<file path="src/rtl/mem_port_arbiter_pkg.sv">
// -----------------------------------------------------------------------------
// mem_arb_pkg
//
// Purpose:
//   Shared types and constants for the unified memory-port arbiter.
//   - arb_state_t   : arbiter FSM states (idle, fetch granted, data granted).
//   - SEL_INSTR/DATA: encodings of the 2:1 address mux select
//                     (input 0 = fetch address, input 1 = data address).
//   - pick()        : round-robin choice between fetch and data requesters.
//
// Ports: none (package).
// -----------------------------------------------------------------------------
package mem_arb_pkg;

    typedef enum logic [1:0] {
        IDLE  = 2'd0,
        GNT_I = 2'd1,
        GNT_D = 2'd2
    } arb_state_t;

    localparam logic SEL_INSTR = 1'b0;
    localparam logic SEL_DATA  = 1'b1;

    // Returns the state that the winning requester is granted into, or IDLE
    // when nobody asks. last_served_d = 1 means data was served last, so on a
    // tie the fetch side wins.
    function automatic arb_state_t pick(input logic req_i,
                                        input logic req_d,
                                        input logic last_served_d);
        arb_state_t res;
        res = IDLE;
        if (req_i && req_d) begin
            res = last_served_d ? GNT_I : GNT_D;
        end else if (req_i) begin
            res = GNT_I;
        end else if (req_d) begin
            res = GNT_D;
        end
        return res;
    endfunction

endpackage

</file>
<file path="src/rtl/mem_port_arbiter_if.sv">
// -----------------------------------------------------------------------------
// mem_port_arbiter_if
//
// Purpose:
//   Bundles the requester handshakes and the memory-port control signals of
//   the fetch/data arbiter.
//
// Signals:
//   i_req    fetch request, held until i_ack
//   d_req    data request, held until d_ack
//   d_we     data write enable, valid while d_req = 1
//   addr_sel address mux select (0 = fetch, 1 = data)
//   mem_en   memory access active
//   mem_we   memory write strobe (data transactions only)
//   i_ack    one-cycle fetch completion pulse
//   d_ack    one-cycle data completion pulse
//   i_stall  fetch requester must wait
//   d_stall  data requester must wait
//
// Modports:
//   slave  - the arbiter side (takes requests, drives memory control/acks)
//   master - the requester/memory side
// -----------------------------------------------------------------------------
interface mem_port_arbiter_if;

    logic i_req;
    logic d_req;
    logic d_we;
    logic addr_sel;
    logic mem_en;
    logic mem_we;
    logic i_ack;
    logic d_ack;
    logic i_stall;
    logic d_stall;

    modport slave (
        input  i_req,
        input  d_req,
        input  d_we,
        output addr_sel,
        output mem_en,
        output mem_we,
        output i_ack,
        output d_ack,
        output i_stall,
        output d_stall
    );

    modport master (
        output i_req,
        output d_req,
        output d_we,
        input  addr_sel,
        input  mem_en,
        input  mem_we,
        input  i_ack,
        input  d_ack,
        input  i_stall,
        input  d_stall
    );

endinterface

</file>
<file path="src/rtl/mem_port_arbiter_lat_counter.sv">
// -----------------------------------------------------------------------------
// lat_counter
//
// Purpose:
//   Down-counter that times out the fixed memory latency. It is loaded when a
//   grant is issued and counts down to zero, where it stops; it never wraps.
//
// Ports:
//   clk_i       system clock, rising edge
//   rst_n_i     asynchronous active-low reset (count forced to 0)
//   load_i      load load_val_i (takes priority over dec_i)
//   load_val_i  value to load
//   dec_i       decrement by one when the count is non-zero
//   zero_o      count equals zero
// -----------------------------------------------------------------------------
module lat_counter #(
    parameter int unsigned CNT_W = 2
) (
    input  logic             clk_i,
    input  logic             rst_n_i,
    input  logic             load_i,
    input  logic [CNT_W-1:0] load_val_i,
    input  logic             dec_i,
    output logic             zero_o
);

    logic [CNT_W-1:0] cnt_q;
    logic [CNT_W-1:0] cnt_d;

    always_comb begin
        cnt_d = cnt_q;
        if (load_i) begin
            cnt_d = load_val_i;
        end else if (dec_i && (cnt_q != '0)) begin
            cnt_d = cnt_q - 1'b1;
        end
    end

    always_ff @(posedge clk_i or negedge rst_n_i) begin
        if (!rst_n_i) begin
            cnt_q <= '0;
        end else begin
            cnt_q <= cnt_d;
        end
    end

    assign zero_o = (cnt_q == '0);

endmodule

</file>
<file path="src/rtl/mem_port_arbiter.sv">
// -----------------------------------------------------------------------------
// mem_port_arbiter
//
// Purpose:
//   Shares one unified memory port between the instruction-fetch requester (I)
//   and the data-access requester (D). A grant selects the address mux input,
//   asserts mem_en (and mem_we for data writes) and holds all of it stable for
//   LAT cycles; the last cycle of a grant carries the requester's ack pulse.
//   Ties are broken round-robin. On an ack the other requester, if waiting, is
//   granted in the very next cycle; the acked requester must go back through
//   IDLE before it can win again.
//
// Parameters:
//   LAT    memory latency in cycles (1..15)
//   CNT_W  latency counter width, derived from LAT
//
// Ports:
//   clk    system clock, rising edge
//   reset  asynchronous active-low reset
//   bus    mem_port_arbiter_if.slave: requests in, memory control/acks out
//
// All memory-side outputs and acks are decoded from registers only; the
// stall outputs are the only signals that combine a request input directly.
// -----------------------------------------------------------------------------
module mem_port_arbiter
    import mem_arb_pkg::*;
#(
    parameter  int unsigned LAT   = 3,
    localparam int unsigned CNT_W = $clog2(LAT + 1)
) (
    input  logic                  clk,
    input  logic                  reset,
    mem_port_arbiter_if.slave     bus
);

    localparam logic [CNT_W-1:0] LOAD_VAL = CNT_W'(LAT - 1);

    arb_state_t state_q, state_d;
    arb_state_t grant;
    logic       last_q,  last_d;   // 0 = fetch served last, 1 = data
    logic       we_q,    we_d;
    logic       sel_q,   sel_d;
    logic       cnt_load;
    logic       cnt_dec;
    logic       cnt_zero;

    lat_counter #(
        .CNT_W (CNT_W)
    ) u_lat_counter (
        .clk_i      (clk),
        .rst_n_i    (reset),
        .load_i     (cnt_load),
        .load_val_i (LOAD_VAL),
        .dec_i      (cnt_dec),
        .zero_o     (cnt_zero)
    );

    // Next-state logic. 'grant' names the new transaction to start this edge
    // (IDLE = none); it is then applied uniformly whether it came from IDLE
    // or from a back-to-back handover in an ack cycle.
    always_comb begin
        state_d  = state_q;
        last_d   = last_q;
        we_d     = we_q;
        sel_d    = sel_q;
        cnt_load = 1'b0;
        cnt_dec  = 1'b0;
        grant    = IDLE;

        case (state_q)
            IDLE: begin
                grant = pick(bus.i_req, bus.d_req, last_q);
            end
            GNT_I: begin
                if (!cnt_zero) begin
                    cnt_dec = 1'b1;
                end else begin
                    last_d  = 1'b0;
                    state_d = IDLE;
                    // Fetch just finished: only data may follow directly.
                    grant   = pick(1'b0, bus.d_req, 1'b0);
                end
            end
            GNT_D: begin
                if (!cnt_zero) begin
                    cnt_dec = 1'b1;
                end else begin
                    last_d  = 1'b1;
                    state_d = IDLE;
                    // Data just finished: only fetch may follow directly.
                    grant   = pick(bus.i_req, 1'b0, 1'b1);
                end
            end
            default: begin
                state_d = IDLE;
            end
        endcase

        if (grant == GNT_I) begin
            state_d  = GNT_I;
            sel_d    = SEL_INSTR;
            cnt_load = 1'b1;
        end else if (grant == GNT_D) begin
            state_d  = GNT_D;
            sel_d    = SEL_DATA;
            we_d     = bus.d_we;   // latched once; later d_we changes ignored
            cnt_load = 1'b1;
        end
    end

    // last_q resets to "data served last" so fetch wins the first tie.
    always_ff @(posedge clk or negedge reset) begin
        if (!reset) begin
            state_q <= IDLE;
            last_q  <= 1'b1;
            we_q    <= 1'b0;
            sel_q   <= SEL_INSTR;
        end else begin
            state_q <= state_d;
            last_q  <= last_d;
            we_q    <= we_d;
            sel_q   <= sel_d;
        end
    end

    assign bus.mem_en   = (state_q != IDLE);
    assign bus.addr_sel = sel_q;
    assign bus.mem_we   = (state_q == GNT_D) & we_q;
    assign bus.i_ack    = (state_q == GNT_I) & cnt_zero;
    assign bus.d_ack    = (state_q == GNT_D) & cnt_zero;
    assign bus.i_stall  = bus.i_req & ~bus.i_ack;
    assign bus.d_stall  = bus.d_req & ~bus.d_ack;

endmodule

</file>
<file path="src/flat_wrapper.sv">
// flat-port wrapper written by rule: the top's interface ports become plain ports
module mem_port_arbiter_flat import mem_arb_pkg::*;
#(
    parameter  int unsigned LAT   = 3,
    localparam int unsigned CNT_W = $clog2(LAT + 1)
)
  (clk, reset, bus_i_req, bus_d_req, bus_d_we, bus_addr_sel, bus_mem_en, bus_mem_we, bus_i_ack, bus_d_ack, bus_i_stall, bus_d_stall);
  mem_port_arbiter_if bus_i ();
  input  logic clk;
  input  logic reset;
  input wire logic [$bits(bus_i.i_req)-1:0] bus_i_req;
  input wire logic [$bits(bus_i.d_req)-1:0] bus_d_req;
  input wire logic [$bits(bus_i.d_we)-1:0] bus_d_we;
  output wire logic [$bits(bus_i.addr_sel)-1:0] bus_addr_sel;
  output wire logic [$bits(bus_i.mem_en)-1:0] bus_mem_en;
  output wire logic [$bits(bus_i.mem_we)-1:0] bus_mem_we;
  output wire logic [$bits(bus_i.i_ack)-1:0] bus_i_ack;
  output wire logic [$bits(bus_i.d_ack)-1:0] bus_d_ack;
  output wire logic [$bits(bus_i.i_stall)-1:0] bus_i_stall;
  output wire logic [$bits(bus_i.d_stall)-1:0] bus_d_stall;
  assign bus_i.i_req = bus_i_req;
  assign bus_i.d_req = bus_d_req;
  assign bus_i.d_we = bus_d_we;
  assign bus_addr_sel = bus_i.addr_sel;
  assign bus_mem_en = bus_i.mem_en;
  assign bus_mem_we = bus_i.mem_we;
  assign bus_i_ack = bus_i.i_ack;
  assign bus_d_ack = bus_i.d_ack;
  assign bus_i_stall = bus_i.i_stall;
  assign bus_d_stall = bus_i.d_stall;
  mem_port_arbiter #(.LAT(LAT)) u_core (.clk(clk), .reset(reset), .bus(bus_i));
endmodule
</file>
<file path="config.mk">
export PLATFORM = sky130hd
export DESIGN_NAME = mem_port_arbiter_flat
export DESIGN_NICKNAME = d
export VERILOG_FILES = /design/src/rtl/mem_port_arbiter_pkg.sv /design/src/rtl/mem_port_arbiter_if.sv /design/src/rtl/mem_port_arbiter_lat_counter.sv /design/src/rtl/mem_port_arbiter.sv /design/src/flat_wrapper.sv
export SDC_FILE = /design/constraint.sdc
export NUM_CORES = 1
export LEC_CHECK = 0
export ABC_AREA = 1
export CAP_MARGIN = 20
export CORE_AREA = 4 4 41 43
export DETAILED_ROUTE_END_ITERATION = 10
export DIE_AREA = 0 0 45 47
export PLACE_DENSITY = 0.62
export SYNTH_ARGS = -nofsm -noshare
export SYNTH_HDL_FRONTEND = slang
export SYNTH_SLANG_ARGS = --single-unit
export TNS_END_PERCENT = 30
</file>
<file path="constraint.sdc">
create_clock -name clk -period 1.6 [get_ports clk]
set_input_delay 0.24 -clock clk [delete_from_list [all_inputs] [get_ports clk]]
set_output_delay 0.24 -clock clk [all_outputs]
set_load 0.01 [all_outputs]
</file>
==> results of run 1 <==
## power breakdown
group          internal, mW  leakage (nW)  switching (mW)  total (mW)
Sequential            0.269        0.0827          0.0562       0.325
Clock                0.0946        0.0150          0.0561       0.151
Combinational         0.458         0.317           0.460       0.919
## cells in the mapped netlist (all sizes together)
master	count
dfrtp	6
nand4	1
a21boi	1
ha	7
inv	15
dfstp	1
o21ai	3
nand3	5
nand2	20
nor2	5
a21oi	1
o211ai	1
## through the flow
step / instance area (um^2) / hold slack [ps] / setup TNS (ps)
2_1_floorplan: 483 / -55.6 / 0
3_3_place_gp: 672 / 460 / -253
3_5_place_dp: 672 / 466 / -298
4_1_cts: 719 / 251 / -10.5
5_1_grt: 767 / 257 / -311
6_report: 767 / 254 / 0
## sequential cells by signal, summed over array words and instances (netlist names)
signal / flops
u_core.we_q: 1
u_core.last_q: 1
u_core.bus.addr_sel: 1
u_core.u_lat_counter.cnt_q: 2
u_core.state_q: 2
## layout make-up
class,instances,area (um^2),share of cell area [%]
clock buffer,4,26.3,3.43
inverter,15,56.3,7.34
multi-input combinational,44,315,41.1
sequential,7,176,23.0
tap,15,18.8,2.45
timing repair buffer,21,174,22.7
## routing by layer
layer | vias up | part of all wire, % | track usage, %
met1 | 215 | 43 | 13.7
met2 | 10 | 51 | 20.3
met3 | 0 | 5.8 | 1.15
met5 | - | 0 | 0
met4 | 0 | 0 | 7.02
li1 | 253 | - | -
## worst reg2reg max path, cell delays in order (launching register included)
cell	delay (ps)
dfrtp_1	410
inv_2	70
ha_1	170
nand2_2	90
nand2_2	80
nand4_1	160
ha_4	330
o211ai_1	90
## cells by family (layout without fill, tap and decap cells)
logic type               after synthesis  after routing  synth area share [%]
flip-flops                             7              7                  36.5
AO/OA/AOI/OAI                          6              6                  7.25
AND/OR/NAND/NOR                       31             31                  26.4
buffers and inverters                 15             40                  11.7
adder cells (fa/ha/maj)                7              7                  18.1
## timing repair
| action | 4_1_cts | 5_1_grt |
|---|---|---|
| pin swaps | 1 | 4 |
| endpoints found under the setup margin | 8 | 12 |
| setup buffers | 2 | 0 |
| resized for setup | 16 | 18 |
| hold buffers | 0 | 0 |
## final timing paths
| kind | depth (start not counted) | slack (ps) | to |
|---|---|---|---|
| setup / recovery | 5 | 40 | bus_i_ack |
| hold / removal | 1 | 250 | u_core.state_q[1]$_DFFE_PN0P_ |
| setup reg to reg | 7 | 80 | u_core.u_lat_counter.cnt_q[1]$_DFFE_PN0P_ |
| hold reg to reg | 2 | 470 | u_core.we_q$_DFFE_PN0P_ |
| max in group asynchronous | 1 | 1060 | u_core.last_q$_DFFE_PN1P_ |
| min in group clk | 2 | 470 | u_core.we_q$_DFFE_PN0P_ |
==> results.yml, run 1 <==
outcome:
  status: "complete, no violations"
routing:
  postRouteAntennaNets: 0
  vias_per_cell: 4.51
  wl_per_cell_um: 10.2
  routed_wl_um: 1090
  num_vias: 478
  drt_iter0_drc: 2
  drc: 0
  dr.pass1.iters: 4
setup_path:
  path_class: "flip-flop to output pin"
  slowest_delay_ps: 390
  endpoint_kind: "output pin"
  worstReg2RegStart: "u_core.state_q[1]$_DFFE_PN0P_"
  required_ps: 1360
  path_cells: "inv_2, ha_1, nand2_2, inv_1, dlygate4sd2_1"
  startpoint_type: "flip-flop"
  critPathTopFamily: "flip-flops"
  crit_start: "u_core.state_q[1]$_DFFE_PN0P_"
  worstPathArrival_ps: 1320
  crit_slowest_cell: "dfrtp_1"
  critPathBufInv: 3
  path_max_fanout: 3
global_routing:
  grt_pass1_vias: 484
  grt_start_max_net_pins: 8
  grtUsageTotal_pct: 11.6
  grt_first_pass_wirelength_um: 1780
  overflow: 0
  grt_antenna_before_repair: 0
synth:
  synth_warnings: 0
  avgSynthCellArea_um2: 7.32
  synth_cell_types: 14
  syn-num-nets: 78
  synth_top_area_share_pct: 31.1
  ys_top_cells_by_area: "dfrtp_1 31%, ha_1 18%, nand2_1 15%"
  seq_area_frac_synth_pct: 36.5
  ys_ff_latch: 7
  post-synth-top-area-cell: "dfrtp_1"
  synthesis.area_um2: 483
  syn_inst: 66
place:
  place_ws_ps: -66.3
  place_inst: 100
  port_buffers: 11
  dp.final_hpwl_um: 846
  place.gp.congestion: 0.791
clock_tree:
  cts_tree: "built"
  clock_sinks: 7
  htree_levels: 1
  clk_pin_slew_worst_paths_ps: 50
  cts_buffers: 3
  cts_max_path_buffers: 2
  clk_latency_ps: 240
  root_buffer: "clkbuf_4"
layout:
  area_growth_pct: 58.8
  fin_cells: 106
  final_cell_mix: "17 x nand2_1, 12 x inv_1, 10 x buf_4, 6 x dfrtp_1, 5 x clkdlybuf4s50_1"
  final_common_cell: "nand2_1"
  final_nets: 104
  antennaDiodeCount: 0
  n_fill_cell: 126
  post-route-util_pct: 58.9
  drive_gt1_share_pct: 36.3
floorplanning:
  die_x_um: 45
  coreArea_um2: 1300
  dieArea_um2: 2120
  die_h_um: 47
  start_util_pct: 37.1
  rows: 13
  io_pins: 12
timing:
  skew_ps: 0.617
  fin_ws_ps: 44.0
  period_share_pct: 97.2
  hold_violations: 0
  report.final.slew_viol_count: 0
  max_slew.worst_pin.slew_ps: 309
  max_slew_margin_pct: 79.3
  setup_violations: 0
  period_needed_ps: 1560
  rsz0062_at_grt: "true"
  fmax_mhz: 643
power:
  p_per_area_nw_per_um2: 1820
  total_power_mw: 1.39
  vdd_ir_drop_max_mv: 0.882
  p_leak_nw: 0.415
job:
  max_cap_viol_count: 0
min_path:
  hold_path.class: "primary input to asynchronous set/reset pin"
Power figures use the tool's default switching activity.
==> run 2, diff against run 1 <==
--- a/config.mk
+++ b/config.mk
@@ -11,6 +11,7 @@
 export DETAILED_ROUTE_END_ITERATION = 10
 export DIE_AREA = 0 0 45 47
 export PLACE_DENSITY = 0.62
+export SLEW_MARGIN = 20
 export SYNTH_ARGS = -nofsm -noshare
 export SYNTH_HDL_FRONTEND = slang
 export SYNTH_SLANG_ARGS = --single-unit
==> results of run 2 <==
No change in the layout: final DEF, timing and power equal those of run 1.
